$ cat config.mk
export PLATFORM = sky130hd
export DESIGN_NAME = complex_nr_acc
export DESIGN_NICKNAME = d
export VERILOG_FILES = /design/src/rtl/complex_nr_acc.sv
export SDC_FILE = /design/constraint.sdc
export NUM_CORES = 1
export LEC_CHECK = 0
export BUFFER_PORTS_ARGS = -buffer_cell sky130_fd_sc_hd__buf_2
export CAP_MARGIN = 0
export CORE_MARGIN = 2
export CORE_UTILIZATION = 61
export DETAILED_ROUTE_END_ITERATION = 7
export GPL_TIMING_DRIVEN = 0
export PLACE_DENSITY = 0.87
export SYNTH_ARGS = -nofsm -noshare
export SYNTH_HDL_FRONTEND = slang
export SYNTH_SLANG_ARGS = --single-unit
$ cat constraint.sdc
create_clock -name clk -period 4.6 [get_ports clk]
set_input_delay 0.69 -clock clk [delete_from_list [all_inputs] [get_ports clk]]
set_output_delay 0.69 -clock clk [all_outputs]
set_load 0.01 [all_outputs]
$ cat src/rtl/complex_nr_acc.sv
// Block accumulator for the complex multiplier result stream: sums cfg_len+1 products
// ({re signed, im unsigned}) and presents the widened sum on a val/ready output.
module complex_nr_acc #(
    parameter int unsigned DATA_WIDTH = 8,
    parameter int unsigned LEN_WIDTH  = 4
) (
    input  logic                                      clk,
    input  logic                                      rstn,
    input  logic                                      sw_rst,
    input  logic [LEN_WIDTH-1:0]                      cfg_len,
    input  logic                                      in_val,
    output logic                                      in_ready,
    input  logic [4*DATA_WIDTH-1:0]                   in_data,
    input  logic                                      res_ready,
    output logic                                      res_val,
    output logic [2*(2*DATA_WIDTH+LEN_WIDTH)-1:0]     res_data
);

    localparam int unsigned IW = 2 * DATA_WIDTH;
    localparam int unsigned AW = IW + LEN_WIDTH;

    typedef enum logic [1:0] {StIdle, StAcc, StOut} state_e;

    state_e               r_state, w_state_nxt;
    logic [LEN_WIDTH:0]   r_cnt, w_cnt_nxt;
    logic [LEN_WIDTH-1:0] r_len, w_len_nxt;
    logic [AW-1:0]        r_acc_re, w_acc_re_nxt;
    logic [AW-1:0]        r_acc_im, w_acc_im_nxt;
    logic [AW-1:0]        w_re_ext;
    logic [AW-1:0]        w_im_ext;

    // re wraps upstream so it is two's complement; im is a magnitude sum
    assign w_re_ext = {{LEN_WIDTH{in_data[4*DATA_WIDTH-1]}}, in_data[4*DATA_WIDTH-1:IW]};
    assign w_im_ext = {{LEN_WIDTH{1'b0}}, in_data[IW-1:0]};

    always_comb begin
        w_state_nxt  = r_state;
        w_cnt_nxt    = r_cnt;
        w_len_nxt    = r_len;
        w_acc_re_nxt = r_acc_re;
        w_acc_im_nxt = r_acc_im;
        in_ready     = 1'b0;
        res_val      = 1'b0;
        res_data     = '0;

        unique case (r_state)
            StIdle: begin
                in_ready = 1'b1;
                if (in_val) begin
                    w_acc_re_nxt = w_re_ext;
                    w_acc_im_nxt = w_im_ext;
                    w_len_nxt    = cfg_len;
                    w_cnt_nxt    = (LEN_WIDTH+1)'(1);
                    w_state_nxt  = (cfg_len == '0) ? StOut : StAcc;
                end
            end
            StAcc: begin
                in_ready = 1'b1;
                if (in_val) begin
                    w_acc_re_nxt = r_acc_re + w_re_ext;
                    w_acc_im_nxt = r_acc_im + w_im_ext;
                    w_cnt_nxt    = r_cnt + 1'b1;
                    // cnt counts items already taken, so cnt==len means this is the last one
                    if (r_cnt == {1'b0, r_len}) begin
                        w_state_nxt = StOut;
                    end
                end
            end
            StOut: begin
                res_val  = 1'b1;
                res_data = {r_acc_re, r_acc_im};
                if (res_ready) begin
                    w_state_nxt = StIdle;
                end
            end
            default: w_state_nxt = StIdle;
        endcase

        if (sw_rst) begin
            w_state_nxt  = StIdle;
            w_cnt_nxt    = '0;
            w_len_nxt    = '0;
            w_acc_re_nxt = '0;
            w_acc_im_nxt = '0;
        end
    end

    always_ff @(posedge clk or negedge rstn) begin
        if (!rstn) begin
            r_state  <= StIdle;
            r_cnt    <= '0;
            r_len    <= '0;
            r_acc_re <= '0;
            r_acc_im <= '0;
        end else begin
            r_state  <= w_state_nxt;
            r_cnt    <= w_cnt_nxt;
            r_len    <= w_len_nxt;
            r_acc_re <= w_acc_re_nxt;
            r_acc_im <= w_acc_im_nxt;
        end
    end

endmodule

==> impl_metrics.toml <==
[power]
cellPowerDensity_nw_per_um2 = 282
ir_drop_mv = 0.186
power_leakage_nw = 2.49

[worst_setup_path]
crit_arrival_ps = 2910
cp_max_fo = 5
cp-end-kind = "flop"
start_kind = "input port"
criticalPathCategory = "input port to flop"
worstPathRequired_ps = 4840

[layout]
nFillCells = 646
layout.cells.non_filler = 735
area_growth_pct = 14.7
nets = 714
fin_area_um2 = 5060
n_antenna_cell = 0
layout-drive-gt1-share_pct = 15.9

[logic_synthesis]
yosysMostFrequentCell = "nand2_1"
synth-seq-cells = 51
yosys.area_share.simple_pct = 23.3
async_flop_share_pct = 100
synth_mux_area_share_pct = 0.454
yosys_most_used_dff = "dfrtp_1"
synth_compound_area_share_pct = 27.0
synth_area_um2 = 4410
synth.top_cell.area_share_pct = 28.9
ys_seq_area_share_pct = 28.9
ys_warn_count = 0
syn_avg_cell_area_um2 = 8.07
synth_commonest_cells = "nand2_1, nor2_1, dfrtp_1"
mappedNetlistNets = 626
ys_types = 54
synth_top_family_by_area = "compound AO/OA/AOI/OAI gates"
synth-edff-count = 0
synth_xor_area_share_pct = 5.56
synth_largest_area_cell = "dfrtp_1"
netlist_instances = 547
ys_top_cells_by_area = "dfrtp_1, ha_1, and2_1, a21oi_1, nand2_1"
yosys.area_share.adder_pct = 11.1

[job]
cap_viol_max_count = 0

[routing]
ant_nets = 0
routed_wl_mm = 12.7
avgRoutedWirePerCell_um = 17.3
drt_iter0_drc = 319
route.detailed.drc = 0
vias_per_cell = 6.21
firstDrtPassIters = 5
num_vias = 4564

[global_routing]
top_usage_layer = "met2"
use_met2_pct = 54.0
grt_pass1_wl_mm = 19.9
use_met1_pct = 43.3
overflow = 0
grt_max_degree = 52
met3_usage_pct = 4.16
first_global_vias = 4105
grt_antenna_before_repair = 0
gr-usage-all-layers_pct = 32.4

[clocking]
cts_tree = "done"
path_clk_slew_ps = 100
cts_buffers = 5
htree_levels = 2
insertion_delay_ps = 320
cts_setup_buffers = 0
clock_path_buffers = 2
cts.sinks = 51
cts_hold_buf = 0
ctsRootBufferMaster = "clkbuf_8"
post_cts_resized = 0

[placement]
dp_cells = 727
placed_area_um2 = 4940
portBuffers = 81
routabilityCongestion = 0.928
dp_hpwl_mm = 9.30
post-place-ws_ps = 1620

[timing]
min_period_ps = 2670
skew_ps = 4.58
final-setup-viol-count = 0
whs_ps = 533
period_share_pct = 58.1
finalMaxSlewViolations = 0
setup_tns_ps = 0
clock.fmax_ghz = 0.374
rsz0062_at_grt = "false"
tightestPinTransition_ps = 1230
relSlewSlack_pct = 17.9
finalHoldViolCount = 0
setup_slack_ps = 1930

[floorplan]
die_w_um = 89.1
core_um2 = 7140
ios = 83
rows = 31
dieArea_um2 = 7930
die_h_um = 89.1
start_util_pct = 61.9

[worst_hold_path]
hold_path_class = "flop to flop"

[status]
outcome = "finished, final reports clean"
-- where the power goes --
part           total, mW  leakage [nW]  internal, mW  switching (mW)
Sequential         0.523         0.676         0.489          0.0345
Clock              0.346        0.0612         0.177           0.169
Combinational      0.559          1.75         0.220           0.338
Total               1.43          2.49         0.886           0.542
-- final cells by class --
class	count	area [µm²]	share of cell area (%)
inverters	12	45.0	0.890
repair buffers	81	405	8.01
plain buffers	27	118	2.32
multi-input cells	457	2980	58.8
flip-flops and latches	51	1280	25.2
clock buffers	6	82.6	1.63
well taps	99	124	2.45
clock inverters	2	35.0	0.692
-- logic make-up after synthesis --
| family | Yosys count |
|---|---|
| simple gates | 212 |
| compound gates | 177 |
| flops | 51 |
| mux | 2 |
| fa+ha+maj | 38 |
| xor+xnor | 28 |
| buf+inv | 39 |
-- critical path: stages --
cell,delay [ps]
buf_2,120
ha_1,300
a211oi_1,340
o21bai_1,170
a221oi_2,360
o221a_2,310
nor3_1,80
or3_1,360
a31oi_1,170
-- final timing paths --
check                              from            to  depth (start not counted)  slack [ps]
max                         in_data[17]  r_acc_re[19]                          9        1930
min                        r_acc_im[19]  r_acc_im[19]                          1         530
max reg2reg                 r_acc_re[0]  r_acc_re[12]                         10        2010
min reg2reg                r_acc_im[19]  r_acc_im[19]                          1         530
max in group asynchronous          rstn      r_cnt[1]                          1        3240
min in group asynchronous          rstn   r_acc_re[2]                          1         600
-- registers in the layout (all words and copies together) (netlist names) --
register,cells
r_acc_im,20
r_acc_re,20
r_cnt,5
r_len,4
r_state,2
-- metal layers --
layer / part of all wire [%] / wire length (µm) / vias to the layer above
li1: - / - / 2178
met1: 44 / 5620 / 2166
met2: 48 / 6160 / 194
met3: 5.5 / 699 / 26
met4: 1.9 / 240 / 0
met5: 0 / 0 / -
-- through the flow --
| stage | utilization, % | total power [mW] |
|---|---|---|
| after floorplan | - | 0.927 |
| after global placement | 69.3 | 1.06 |
| after detailed placement | 69.3 | 1.08 |
| after CTS | 70.9 | 1.42 |
| after global routing | 70.9 | 1.51 |
| final | 70.9 | 1.43 |
-- cell usage in the layout (no fill, tap or decap), types with 4 or more instances in the layout --
cell type  synthesis  layout
nand3_1           14      14
clkbuf_8           0       6
ha_1              36      36
xnor2_1           15      15
and2_1            39      39
o211ai_1           4       4
a21o_1            15      15
dfrtp_1           51      51
a22oi_1            7       7
clkbuf_1          23      23
nor2b_1            4       4
a21oi_1           43      43
o21ai_0           29      29
nor3_1            11      11
inv_1             12      12
o31ai_1            7       7
a211oi_1          18      18
nor2_1            56      56
xor2_1            13      13
nand2b_1           6       6
a31oi_1            5       5
o22ai_1            9       9
a311oi_1          14      14
nand2_1           57      57
and3_1             5       5
o21bai_1           4       4
buf_2              1      82
o21a_1             5       5
(Power assumes the default switching activity.)
